--- config.mk ---
export PLATFORM = sky130hd
export DESIGN_NAME = officer_request_conditioner_flat
export DESIGN_NICKNAME = d
export VERILOG_FILES = /design/src/rtl/officer_request_conditioner_if.sv /design/src/rtl/officer_request_conditioner.sv /design/src/flat_wrapper.sv
export SDC_FILE = /design/constraint.sdc
export NUM_CORES = 1
export LEC_CHECK = 0
export BUFFER_PORTS_ARGS = -buffer_cell sky130_fd_sc_hd__buf_4
export CORE_UTILIZATION = 30
export DETAILED_ROUTE_END_ITERATION = 12
export PLACE_DENSITY = 0.45
export SETUP_SLACK_MARGIN = 0.05
export SLEW_MARGIN = 20
export SYNTH_ARGS = -nofsm -noshare
export SYNTH_HDL_FRONTEND = slang
export SYNTH_SLANG_ARGS = --single-unit
export TNS_END_PERCENT = 30
--- constraint.sdc ---
create_clock -name clk -period 1.3 [get_ports clk]
set_input_delay 0.065 -clock clk [delete_from_list [all_inputs] [get_ports clk]]
set_output_delay 0.065 -clock clk [all_outputs]
set_load 0.01 [all_outputs]
--- src/rtl/officer_request_conditioner_if.sv ---
// rtl/officer_request_conditioner_if.sv - request handshake bundle between conditioner and ticket FSM
interface officer_request_conditioner_if;
    logic       req_valid;
    logic       req_ready;
    logic [1:0] req_officer;
    logic [3:0] officer_button;

    modport master (
        output req_valid,
        output req_officer,
        output officer_button,
        input  req_ready
    );

    modport slave (
        input  req_valid,
        input  req_officer,
        input  officer_button,
        output req_ready
    );
endinterface

--- src/rtl/officer_request_conditioner.sv ---
// rtl/officer_request_conditioner.sv - sync, debounce, queue and round-robin present officer buttons
module officer_request_conditioner #(
    parameter int DEBOUNCE_CYCLES = 4
) (
    input  logic                          clk,
    input  logic                          reset,
    input  logic [3:0]                    officer_button_raw,
    officer_request_conditioner_if.master req,
    output logic [3:0]                    pending,
    output logic                          overrun
);
    localparam logic [7:0] CNT_LAST = 8'(DEBOUNCE_CYCLES - 1);

    logic [3:0] sync1, sync2;
    logic [3:0] stable, stable_q;
    logic [7:0] cnt [4];
    logic [3:0] press;
    logic [1:0] last_grant;
    logic [1:0] winner;
    logic [1:0] idx;
    logic       found;
    logic       load;
    logic [3:0] load_mask;
    logic       req_valid_q;
    logic [1:0] req_officer_q;

    always_ff @(posedge clk or negedge reset) begin
        if (!reset) begin
            sync1 <= '0;
            sync2 <= '0;
        end else begin
            sync1 <= officer_button_raw;
            sync2 <= sync1;
        end
    end

    // Flip the debounced level only after DEBOUNCE_CYCLES consecutive disagreeing samples.
    always_ff @(posedge clk or negedge reset) begin
        if (!reset) begin
            stable <= '0;
            for (int i = 0; i < 4; i++) cnt[i] <= '0;
        end else begin
            for (int i = 0; i < 4; i++) begin
                if (sync2[i] == stable[i]) begin
                    cnt[i] <= '0;
                end else if (cnt[i] == CNT_LAST) begin
                    stable[i] <= sync2[i];
                    cnt[i]    <= '0;
                end else begin
                    cnt[i] <= cnt[i] + 8'd1;
                end
            end
        end
    end

    assign press = stable & ~stable_q;

    always_comb begin
        winner = last_grant;
        found  = 1'b0;
        idx    = '0;
        for (int i = 1; i <= 4; i++) begin
            idx = last_grant + 2'(i);
            if (!found && pending[idx]) begin
                winner = idx;
                found  = 1'b1;
            end
        end
    end

    assign load      = (!req_valid_q || req.req_ready) && (pending != 4'b0000);
    assign load_mask = load ? (4'b0001 << winner) : 4'b0000;

    // A press landing on the same edge as its own load keeps the bit set.
    always_ff @(posedge clk or negedge reset) begin
        if (!reset) begin
            stable_q      <= '0;
            pending       <= '0;
            overrun       <= 1'b0;
            last_grant    <= 2'd3;
            req_valid_q   <= 1'b0;
            req_officer_q <= '0;
        end else begin
            stable_q <= stable;
            pending  <= (pending & ~load_mask) | press;
            overrun  <= |(press & pending);
            if (load) begin
                req_valid_q   <= 1'b1;
                req_officer_q <= winner;
                last_grant    <= winner;
            end else if (req_valid_q && req.req_ready) begin
                req_valid_q <= 1'b0;
            end
        end
    end

    assign req.req_valid      = req_valid_q;
    assign req.req_officer    = req_officer_q;
    assign req.officer_button = req_valid_q ? (4'b0001 << req_officer_q) : 4'b0000;
endmodule

--- src/flat_wrapper.sv ---
// flat-port wrapper written by rule: the top's interface ports become plain ports
module officer_request_conditioner_flat 
#(
    parameter int DEBOUNCE_CYCLES = 4
)
  (clk, reset, officer_button_raw, pending, overrun, req_req_valid, req_req_officer, req_officer_button, req_req_ready);
  officer_request_conditioner_if req_i ();
  input  logic clk;
  input  logic reset;
  input  logic [3:0] officer_button_raw;
  output logic [3:0] pending;
  output logic overrun;
  output wire logic [$bits(req_i.req_valid)-1:0] req_req_valid;
  output wire logic [$bits(req_i.req_officer)-1:0] req_req_officer;
  output wire logic [$bits(req_i.officer_button)-1:0] req_officer_button;
  input wire logic [$bits(req_i.req_ready)-1:0] req_req_ready;
  assign req_req_valid = req_i.req_valid;
  assign req_req_officer = req_i.req_officer;
  assign req_officer_button = req_i.officer_button;
  assign req_i.req_ready = req_req_ready;
  officer_request_conditioner #(.DEBOUNCE_CYCLES(DEBOUNCE_CYCLES)) u_core (.clk(clk), .reset(reset), .officer_button_raw(officer_button_raw), .req(req_i), .pending(pending), .overrun(overrun));
endmodule
# After elaboration in Yosys (flattened, before gate mapping)
# Index checks and enable logic that the tools add are counted.
[word_totals] reg_bits=58 inputBits=7 out_inout_bits=12 word_cells=91
[op_classes] n_addsub=7 order_cmp=4 eq_ne=8 shift=2 muxes=27 n_bitwise=10 reduce_logical=17
[op_table] op="8-bit 2-to-1 mux" n=8
[op_table] op="8-bit by 1-bit adder with 8-bit output, second input constant" n=4
[op_table] op="8-bit by 2-bit == test with 1-bit output, second input constant" n=4
[op_table] op="4-bit bitwise AND" n=3
[op_table] op="2-bit by 3-bit less-than comparator with 1-bit output, second input constant" n=4
[op_table] op="1-bit 2-to-1 mux" n=9
[op_table] op="1-bit binary-select mux with 2-bit select" n=4
[op_table] op="2-bit 2-to-1 mux" n=4
[op_table] op="4-bit 2-to-1 mux" n=2
[op_table] op="4-bit inverter" n=2
[op_table] op="2-bit AND reduction" n=4
[op_table] op="1-bit by 2-bit << shifter with 4-bit output, first input constant" n=2
[op_table] op="1-bit logical AND" n=5
[op_table] op="2-bit adder, second input constant" n=2
[op_table] op="1-bit == test" n=4
[op_table] op="1-bit logical NOT" n=4
[op_table] op="1-bit inverter" n=4
[op_table] op="4-bit bitwise OR" n=1
[op_table] op="4-bit nonzero test" n=1
[op_table] op="4-bit OR reduction" n=1
[op_table] op="2-bit by 1-bit adder with 2-bit output, second input constant" n=1
[op_table] op="2-bit nonzero test" n=1
[op_table] op="1-bit logical OR" n=1

# Depth between registers and ports, before layout
# Gate-level depths: netlist of run 1.
[logic_depth] ltp_word=18 depth_mapped=5 ltp_nobuf=5

# Worst setup path after synthesis of run 1
# OpenSTA, ideal clock, no wires.
[synth_path] path_kind="register to register" startpoint="register u_core.last_grant[0]" endpoint="register u_core.pending[2]" setup_time_ns=0.126 t_arrival_ns=1.247 required_time_ns=1.174 path_slack_ns=-0.073 path_stages_with_launch=5 path_buffers=0 synth_period_minus_slack_ns=1.373 cell_sequence="dfstp_2 -> nand2b_1 -> o211ai_1 -> and2_4 -> o32a_1"
[synth_between] elab_chain_len=18 word_cells_on_any_way=29
[synth_lines] element="start: declaration" line="officer_request_conditioner.sv:18" source="logic [1:0] last_grant;"
[synth_lines] element="start signal: assignment" line="officer_request_conditioner.sv:90" source="last_grant <= winner;"
[synth_lines] element="2-bit by 1-bit adder with 2-bit output" line="officer_request_conditioner.sv:63" source="idx = last_grant + 2'(i);"
[synth_lines] element="1-bit binary-select mux with 2-bit select" line="officer_request_conditioner.sv:64" source="if (!found && pending[idx]) begin"
[synth_lines] element="1-bit 2-to-1 mux (implied by the code)" line="officer_request_conditioner.sv:64"
[synth_lines] element="1-bit 2-to-1 mux" line="officer_request_conditioner.sv:64"
[synth_lines] element="1-bit logical NOT" line="officer_request_conditioner.sv:64"
[synth_lines] element="1-bit logical AND" line="officer_request_conditioner.sv:64"
[synth_lines] element="1-bit 2-to-1 mux" line="officer_request_conditioner.sv:64"
[synth_lines] element="1-bit logical NOT" line="officer_request_conditioner.sv:64"
[synth_lines] element="[2 not listed]"
[synth_lines] element="1-bit logical NOT" line="officer_request_conditioner.sv:64"
[synth_lines] element="1-bit logical AND" line="officer_request_conditioner.sv:64"
[synth_lines] element="2-bit 2-to-1 mux *" line="officer_request_conditioner.sv:64"
[synth_lines] element="1-bit by 2-bit << shifter with 4-bit output *" line="officer_request_conditioner.sv:72" source="assign load_mask = load ? (4'b0001 << winner) : 4'b0000;"
[synth_lines] element="4-bit 2-to-1 mux *" line="officer_request_conditioner.sv:72"
[synth_lines] element="4-bit inverter *" line="officer_request_conditioner.sv:85" source="pending <= (pending & ~load_mask) | press;"
[synth_lines] element="4-bit bitwise AND *" line="officer_request_conditioner.sv:85"
[synth_lines] element="4-bit bitwise OR *" line="officer_request_conditioner.sv:85"
[synth_lines] element="end signal: assignment" line="officer_request_conditioner.sv:85"
[synth_lines] element="end: declaration" line="officer_request_conditioner.sv:9" source="output logic [3:0] pending,"
# Mark *: on every way between the ends. The rest lies on a longest branch, timed or not. The select of a mux whose other input is x is not followed.
# A chain may end at the register's enable or synchronous reset.

# Worst setup path after layout of run 1
# Same ends and word-level chain as after synthesis.

==> out/metrics.yaml, run 1 <==
status: "finished with violations"
violations: "negative setup slack"
ys_types: 31
relSlewSlack_pct: 74.7
setup_viol: 7
yosysWarnings: 0
num_rows: 32
wl_mm: 4.77
ir_drop_mv: 0.848
clkTransAtPathRegs_ps: 70
die_x_um: 93.0
antenna_found_initial: 0
rsz0062_at_grt: "true"
cap_violations: 0
regToRegStartpoint: "u_core.last_grant[0]$_DFFE_PN1P_"
drive_gt1_share_pct: 39.9
reg2regPathDepth: 4
finish.utilization_pct: 46.0
fin_nets: 304
met3_usage_pct: 5.12
path_class: "register to register"
numCtsBuffers: 9
drv_slew: 0
cts_sinks: 58
finClkSkew_ps: 6.79
clockBufferDepth: 2
cp.arrival_ps: 1590
tritoncts: "yes"
instances_no_fill: 400
p_leak_nw: 1.67
insertion_delay_ps: 330
worst_pin_slew_ps: 379
crit_path_end_kind: "register"
syn-num-nets: 229
met1_usage_pct: 16.6
io_pins: 19
placeableCoreArea_mm2: 0.00789
hold_class: "input pin to async pin"
fin_ws_ps: -68.2
netlist_area_mm2: 0.00249
ys_seq_area_share_pct: 58.5
grt_pass1_vias: 1848
place_hpwl_mm: 3.21
hold_viol: 0
ys_seq_elements: 58
dr_total_vias: 1774
fmax_mhz: 731
vias_per_cell: 4.44
postRouteAntennaNets: 0
timing.final.crit_share_pct: 105
synthCells: 218
grt_pass1_wl_mm: 8.45
n_antenna_cell: 0
dieArea_mm2: 0.00866
cts-htree-levels: 3
drt_iter0_drc: 38
worstReg2RegEnd: "u_core.pending[2]$_DFF_PN0_"
area_growth_pct: 46.0
async_flop_share_pct: 100
final_cell_mix: "buf_4, dfrtp_1, nor2_1"
synth_edf_count: 0
drc: 0
initial_core_util_pct: 31.5
overflow: 0
grt_start_max_net_pins: 24
avgSynthCellArea_um2: 11.4
io_buffers: 18
met2_usage_pct: 19.4
busiest_layer: "met2"
fin_crit_ps: 1370
finalSetupTns_ps: -246
cp-start-kind: "register"
dp_cells: 373
globalplace.congestion: 0.788
gr-usage-all-layers_pct: 12.8
ys.flop_type: "dfrtp_1"
clockRootBuffer: "clkbuf_8"
crit_path_max_fanout: 6
power_density_mw_per_mm2: 2140
avgRoutedWirePerCell_um: 11.9
critical_path_required_ps: 1520
drt_first_pass_iters: 4
fp.dieH_um: 93.0
regToRegSetupSlack_ps: -70
-- timing repair --
item | in CTS | in global routing
pin swaps | 11 | 11
setup buffers | 3 | 4
resized for setup | 24 | 23
hold endpoints to repair | 61 | 0
hold buffers | 6 | 0
endpoints found under the setup margin | 38 | 42
-- kinds of logic (layout without fill, tap and decap cells) --
| kind of cell | after synthesis | in the layout | share of synthesized area, % |
|---|---|---|---|
| simple gates | 102 | 102 | 21.4 |
| xor+xnor | 29 | 29 | 10.2 |
| buf+inv | 5 | 85 | 0.755 |
| fa+ha+maj | 4 | 4 | 2.01 |
| flops | 58 | 58 | 58.5 |
| compound gates | 12 | 12 | 3.52 |
| mux | 8 | 8 | 3.57 |
-- Yosys cell counts (2+ instances only) --
master / instances / share of area [%]
dfstp_2: 2 / 2.1
dfrtp_1: 56 / 56
mux2_2: 7 / 3.2
nor3_1: 5 / 1.0
ha_1: 4 / 2.0
nor2b_1: 7 / 1.8
a22oi_1: 2 / 0.60
nand4_1: 3 / 0.75
xor2_1: 19 / 6.7
nand2b_1: 6 / 1.5
o32a_1: 2 / 0.81
o21ai_1: 2 / 0.40
nor2_1: 34 / 5.1
nand2_1: 13 / 2.0
and3_1: 10 / 2.5
nor4b_1: 4 / 1.4
nand3_1: 10 / 2.0
inv_1: 5 / 0.75
a31oi_1: 2 / 0.50
xnor2_1: 10 / 3.5
and2_1: 5 / 1.3
-- per-layer routing --
layer | wire [µm] | up-vias
li1 | - | 889
met1 | 2330 | 861
met2 | 2230 | 17
met3 | 135 | 7
met4 | 68 | 0
met5 | 0 | -
-- critical path: stages (launching register included) --
cell,delay [ps]
dfstp_2,560
nand2b_4,140
a21o_4,120
nand3_4,100
o32a_1,340
-- state kept, by name, indices dropped and copies added (netlist names), 2 cells and up --
signal	cells
u_core.cnt	32
u_core.pending	4
u_core.stable	4
u_core.stable_q	4
u_core.sync1	4
u_core.sync2	4
u_core.last_grant	2
u_core.req.req_officer	2
-- stage by stage --
step                power [mW]  setup WS (ps)  cell area (µm²)  hold WS, ps
floorplan                 3.87          -45.9             2500         -231
global placement          5.03           -115             3040        -13.7
detailed placement        5.02           -109             3040        -14.4
CTS                       7.62          -70.4             3500          157
global route              8.35           -115             3630          180
finish                    7.76          -68.2             3630          167
-- final cells by class --
type / count / area, µm²
fill: 734 / 4260
sequential: 58 / 1460
tap: 102 / 128
clock buffer: 9 / 124
multi-input combinational: 155 / 1230
clock inverter: 7 / 141
timing repair buffer: 64 / 527
inverter: 5 / 21.3
-- report_power, final --
part / internal, mW / total, mW / switching, mW
clock: 1.47 / 2.20 / 0.731
combinational: 1.67 / 2.88 / 1.21
sequential: 2.26 / 2.69 / 0.422
total: 5.40 / 7.76 / 2.36
-- how the worst max path moves through the flow --
stage / startpoint / to / slack (ps) / depth (start not counted)
2_1_floorplan: u_core.last_grant[0]$_DFFE_PN1P_ / u_core.pending[2]$_DFF_PN0_ / -50 / 4
3_3_place_gp: u_core.cnt[16]$_DFF_PN0_ / u_core.cnt[22]$_DFF_PN0_ / -110 / 5
3_5_place_dp: u_core.pending[3]$_DFF_PN0_ / u_core.pending[0]$_DFF_PN0_ / -110 / 4
4_1_cts: u_core.last_grant[0]$_DFFE_PN1P_ / u_core.pending[2]$_DFF_PN0_ / -70 / 4
5_1_grt: u_core.last_grant[0]$_DFFE_PN1P_ / u_core.pending[2]$_DFF_PN0_ / -120 / 4
6_report: u_core.last_grant[0]$_DFFE_PN1P_ / u_core.pending[2]$_DFF_PN0_ / -70 / 4
(Power assumes the default switching activity.)
==> inputs of run 2 (changes only) <==
--- a/config.mk
+++ b/config.mk
@@ -6,9 +6,10 @@
 export NUM_CORES = 1
 export LEC_CHECK = 0
 export BUFFER_PORTS_ARGS = -buffer_cell sky130_fd_sc_hd__buf_4
-export CORE_UTILIZATION = 30
+export CORE_UTILIZATION = 55
+export CTS_BUF_LIST = sky130_fd_sc_hd__clkbuf_8
 export DETAILED_ROUTE_END_ITERATION = 12
-export PLACE_DENSITY = 0.45
+export PLACE_DENSITY = 0.75
 export SETUP_SLACK_MARGIN = 0.05
 export SLEW_MARGIN = 20
 export SYNTH_ARGS = -nofsm -noshare
==> run 2 against run 1 <==
Compared with the run above: the flow still finishes with violations (negative setup slack); die area is 45% lower; flip-flop and latch count unchanged; power is 5.0% lower; maximum frequency shrank 3.0%; critical endpoint is now u_core.pending[0]$_DFF_PN0_; largest cell class unchanged.
==> out/metrics.yaml, run 2 (synthesis gave the netlist of run 1 again) <==
status: "finished with violations"
violations: "negative setup slack"
io_pins: 19
cp-start-kind: "register"
path_depth: 5
crit_path_max_fanout: 4
timing.final.crit_share_pct: 109
finalPower_mw: 7.37
drv_slew: 0
crit_family: "flip-flops"
vias_per_cell: 5.29
placeableCoreArea_mm2: 0.00435
regToRegStartpoint: "u_core.last_grant[0]$_DFFE_PN1P_"
crit_path_end_kind: "register"
hold_ws_ps: 170
cap_violations: 0
rsz0062_at_grt: "true"
n_antenna_cell: 0
grt_pass1_vias: 1775
power_density_mw_per_mm2: 2130
num_rows: 24
path_class: "register to register"
regToRegSetupSlack_ps: -110
clkTransAtPathRegs_ps: 70
p_sw_mw: 2.38
crit_start: "u_core.last_grant[0]$_DFFE_PN1P_"
drive_gt1_share_pct: 38.6
fin_ws_ps: -111
pwr-share-seq_pct: 36.5
postRouteAntennaNets: 0
path_cells: "buf_4, nor2b_4, o21ai_2, nand2_2, o32a_1"
place_hpwl_mm: 3.04
gr-usage-all-layers_pct: 21.3
pwr-share-comb_pct: 38.9
finClkSkew_ps: 7.94
fin_crit_ps: 1410
dr_total_vias: 1851
critical_path_required_ps: 1530
reg2regPathDepth: 5
hold_class: "input pin to async pin"
pre_cts_slack_ps: -119
largest_reg_flops: 32
cp_slowest_cell: "dfstp_2"
worst_pin_slew_ps: 362
clockBufferDepth: 2
drc: 0
cp.arrival_ps: 1640
grt_pass1_wl_mm: 7.77
fp.dieH_um: 69.2
setup_viol: 9
slowest_delay_ps: 560
layout_commonest_cell: "buf_4"
worstReg2RegEnd: "u_core.pending[0]$_DFF_PN0_"
regMostFlops: "u_core.cnt"
initial_core_util_pct: 57.1
p_sw_share_pct: 32.3
drt_first_pass_iters: 4
io_buffers: 18
antenna_found_initial: 0
fin_nets: 304
dieArea_mm2: 0.00479
insertion_delay_ps: 340
overflow: 0
numCtsBuffers: 9
grt_start_max_net_pins: 30
cts_sinks: 58
power.share.clock_pct: 24.7
relSlewSlack_pct: 75.9
p_leak_nw: 1.65
globalplace.congestion: 0.858
cts-htree-levels: 3
wl_mm: 4.85
final_cell_mix: "buf_4, dfrtp_1, nor2_1"
tritoncts: "yes"
hold_viol: 0
drt_iter0_drc: 113
area_growth_pct: 39.4
fmax_mhz: 709
worst-path-buf-inv: 1
ir_drop_mv: 1.45
p_int_mw: 4.99
die_x_um: 69.2
avgRoutedWirePerCell_um: 13.9
clockRootBuffer: "clkbuf_8"
## run 2: changes by cell type in the layout (fill, tap and decap cells not counted), moves of 2 or more
| cell | previous run | this run |
|---|---|---|
| and3_1 | 8 | 10 |
| buf_4 | 52 | 55 |
| and3_4 | 2 | 0 |
| bufinv_16 | 4 | 2 |
| buf_6 | 5 | 3 |
## run 2: repair_timing
action                     CTS  global route
hold endpoints to repair    63             0
hold buffers                 6             0
gates resized for setup     21            16
pin swaps                   11            11
setup buffers                5             4
setup endpoints to repair   38            39
cloned                       0             0
## run 2: worst register-to-register path, cell delays in order, from the launching register on
cell,delay [ps]
dfstp_2,560
buf_4,120
nor2b_4,40
o21ai_2,150
nand2_2,100
o32a_1,340
## run 2: final cells by class
| cell class | instances | area (µm²) |
|---|---|---|
| repair buffers | 64 | 507 |
| multi-input cells | 155 | 1200 |
| inverters | 5 | 18.8 |
| flip-flops and latches | 58 | 1460 |
| well taps | 52 | 65.1 |
| clock inverters | 6 | 81.3 |
| fillers | 257 | 890 |
| clock buffers | 10 | 138 |
## run 2: through the flow
step	setup TNS, ps	util, %	area, µm²	cells
3_3_place_gp	-472	67.3	2930	319
3_5_place_dp	-1790	67.3	2930	319
4_1_cts	-612	76.8	3340	346
5_1_grt	-1550	79.6	3460	350
2_1_floorplan	-48.9	-	2500	218
6_report	-561	79.6	3460	350
## run 2: worst max-delay path by stage
| stage | endpoint | slack (ps) |
|---|---|---|
| 6_report | u_core.pending[0]$_DFF_PN0_ | -110 |
| 5_1_grt | u_core.pending[2]$_DFF_PN0_ | -180 |
| 4_1_cts | u_core.pending[2]$_DFF_PN0_ | -120 |
| 3_5_place_dp | u_core.pending[2]$_DFF_PN0_ | -120 |
| 3_3_place_gp | u_core.pending[2]$_DFF_PN0_ | -60 |
| 2_1_floorplan | u_core.pending[2]$_DFF_PN0_ | -50 |
## run 2: power groups by stage
stage,registers (mW),logic (mW),clock network [mW]
after floorplan,2.69,1.18,0
after global placement,2.61,2.26,0
after detailed placement,2.64,2.32,0
after CTS,2.61,2.68,1.87
after global routing,2.74,3.12,1.92
final,2.69,2.87,1.82
## run 2: per-layer routing
layer	routed length [µm]	track usage [%]	share of wire, %	vias up
li1	-	-	-	888
met1	2180	27.4	45	917
met2	2390	33.1	49	33
met3	148	4.94	3.1	13
met4	136	12.2	2.8	0
met5	0	0	0	-
==> inputs of run 3 (changes only) <==
--- a/config.mk
+++ b/config.mk
@@ -9,7 +9,7 @@
 export CORE_UTILIZATION = 55
 export CTS_BUF_LIST = sky130_fd_sc_hd__clkbuf_8
 export DETAILED_ROUTE_END_ITERATION = 12
-export PLACE_DENSITY = 0.75
+export PLACE_DENSITY = 0.74
 export SETUP_SLACK_MARGIN = 0.05
 export SLEW_MARGIN = 20
 export SYNTH_ARGS = -nofsm -noshare
==> run 3 against run 2 <==
Compared with the run above: the run still ends with negative setup slack left; critical path depth fell by 1; maximum frequency is 0.14% lower; power shrank 7.3%; sequential share of layout area is 0.70 points higher; sequential power barely moved; clock power down 25%; first-iteration DRC count shrank 13%; utilization fell by 1.3 points; critical endpoint is now u_core.pending[2]$_DFF_PN0_; highest routed layer unchanged.
==> out/metrics.yaml, run 3 (synthesis gave the netlist of run 1 again) <==
postRouteAntennaNets: 0
place_hpwl_mm: 3.00
finClkSkew_ps: 6.64
numCtsBuffers: 9
hold_viol: 0
finish.utilization_pct: 78.3
clockRootBuffer: "clkbuf_8"
grt_pass1_wl_mm: 8.07
num_rows: 24
timing.final.crit_share_pct: 109
crit_path_max_fanout: 4
avgRoutedWirePerCell_um: 13.9
fin_ws_ps: -113
overflow: 0
reg2regPathDepth: 4
vias_per_cell: 5.23
initial_core_util_pct: 57.1
dp_cells: 316
fin_crit_ps: 1410
fmax_mhz: 708
regMostFlops: "u_core.cnt"
instances_no_fill: 343
power_density_mw_per_mm2: 2000
die_x_um: 69.2
gr-usage-all-layers_pct: 21.5
relSlewSlack_pct: 77.8
drt_iter0_drc: 98
io_pins: 19
cts-htree-levels: 3
regToRegSetupSlack_ps: -110
globalplace.congestion: 0.822
drive_gt1_share_pct: 37.5
dr_total_vias: 1795
area_growth_pct: 37.1
final_cell_mix: "dfrtp_1, buf_4, nor2_1"
setup_viol: 9
final-seq-area_mm2: 0.00146
rsz0062_at_grt: "true"
finalSetupTns_ps: -376
insertion_delay_ps: 330
antenna_found_initial: 0
regToRegStartpoint: "u_core.last_grant[0]$_DFFE_PN1P_"
fin_nets: 297
drt_first_pass_iters: 4
grt_start_max_net_pins: 36
path_class: "register to register"
largest_reg_flops: 32
multi_input_area_mm2: 0.00122
cts_sinks: 58
hold_ws_ps: 172
p_leak_nw: 1.61
layout_commonest_cell: "dfrtp_1"
cp-start-kind: "register"
n_antenna_cell: 0
violations: "negative setup slack"
dieArea_mm2: 0.00479
status: "finished with violations"
finalPower_mw: 6.83
ir_drop_mv: 1.03
drv_slew: 0
wl_mm: 4.76
io_buffers: 18
placeableCoreArea_mm2: 0.00435
clkTransAtPathRegs_ps: 60
cp.arrival_ps: 1620
worst_pin_slew_ps: 332
drc: 0
hold_class: "input pin to async pin"
fp.dieH_um: 69.2
cap_violations: 0
tritoncts: "yes"
clockBufferDepth: 2
worstReg2RegEnd: "u_core.pending[2]$_DFF_PN0_"
crit_path_end_kind: "register"
grt_pass1_vias: 1855
critical_path_required_ps: 1510
fillCellCount: 257
==> run 3: cell types whose count changed in the layout (fill, tap and decap cells not counted), moves of 2 or more <==
cell       change
buf_4         -10
and3_1         -2
and3_4         +2
buf_6          +2
bufinv_16      -2
inv_1          +2
==> run 3: power by group <==
group	internal (mW)	switching, mW
combinational	1.55	1.20
clock	0.711	0.657
sequential	2.27	0.449
==> run 3: critical path, cell delays in order, from the launching register on <==
cell,delay [ps]
dfstp_2,570
nand2b_4,130
o211ai_1,100
and2_4,160
o32a_1,320
==> run 3: worst max path at each step <==
stage,endpoint,cells after the start,from
after global placement,u_core.pending[2]$_DFF_PN0_,4,u_core.last_grant[0]$_DFFE_PN1P_
after floorplan,u_core.pending[2]$_DFF_PN0_,4,u_core.last_grant[0]$_DFFE_PN1P_
after global routing,u_core.pending[2]$_DFF_PN0_,4,u_core.last_grant[0]$_DFFE_PN1P_
after detailed placement,u_core.pending[2]$_DFF_PN0_,4,u_core.last_grant[0]$_DFFE_PN1P_
final,u_core.pending[2]$_DFF_PN0_,4,u_core.last_grant[0]$_DFFE_PN1P_
after CTS,u_core.pending[2]$_DFF_PN0_,4,u_core.last_grant[0]$_DFFE_PN1P_
==> run 3: layer usage <==
layer  track usage [%]  share of wire, %  up-vias
li1                  -                 -      875
met5                 0                 0        -
met2              33.0                49       38
met3              8.14               3.4        4
met4              9.52               1.2        0
met1              27.4                47      878
==> run 3: final cells by class <==
| cell class | instances | area share, % |
|---|---|---|
| repair buffers | 57 | 13.9 |
| clock inverters | 6 | 0.771 |
| well taps | 52 | 1.91 |
| multi-input cells | 155 | 35.9 |
| inverters | 5 | 0.624 |
| clock buffers | 10 | 4.04 |
| flip-flops and latches | 58 | 42.8 |
==> run 3: metrics by stage <==
stage / cell area [µm²] / setup slack, ps
floorplan: 2500 / -45.9
global placement: 2920 / -63.3
detailed placement: 2920 / -108
CTS: 3280 / -117
global route: 3410 / -164
finish: 3410 / -113
==> run 3: what timing repair did <==
| action | CTS | global route |
|---|---|---|
| setup endpoints to repair | 38 | 40 |
| hold buffers | 6 | 0 |
| cloned | 0 | 0 |
| resized for setup | 22 | 22 |
| pin swaps | 8 | 10 |
| buffers inserted | 4 | 1 |
| endpoints found under the hold margin | 61 | 0 |
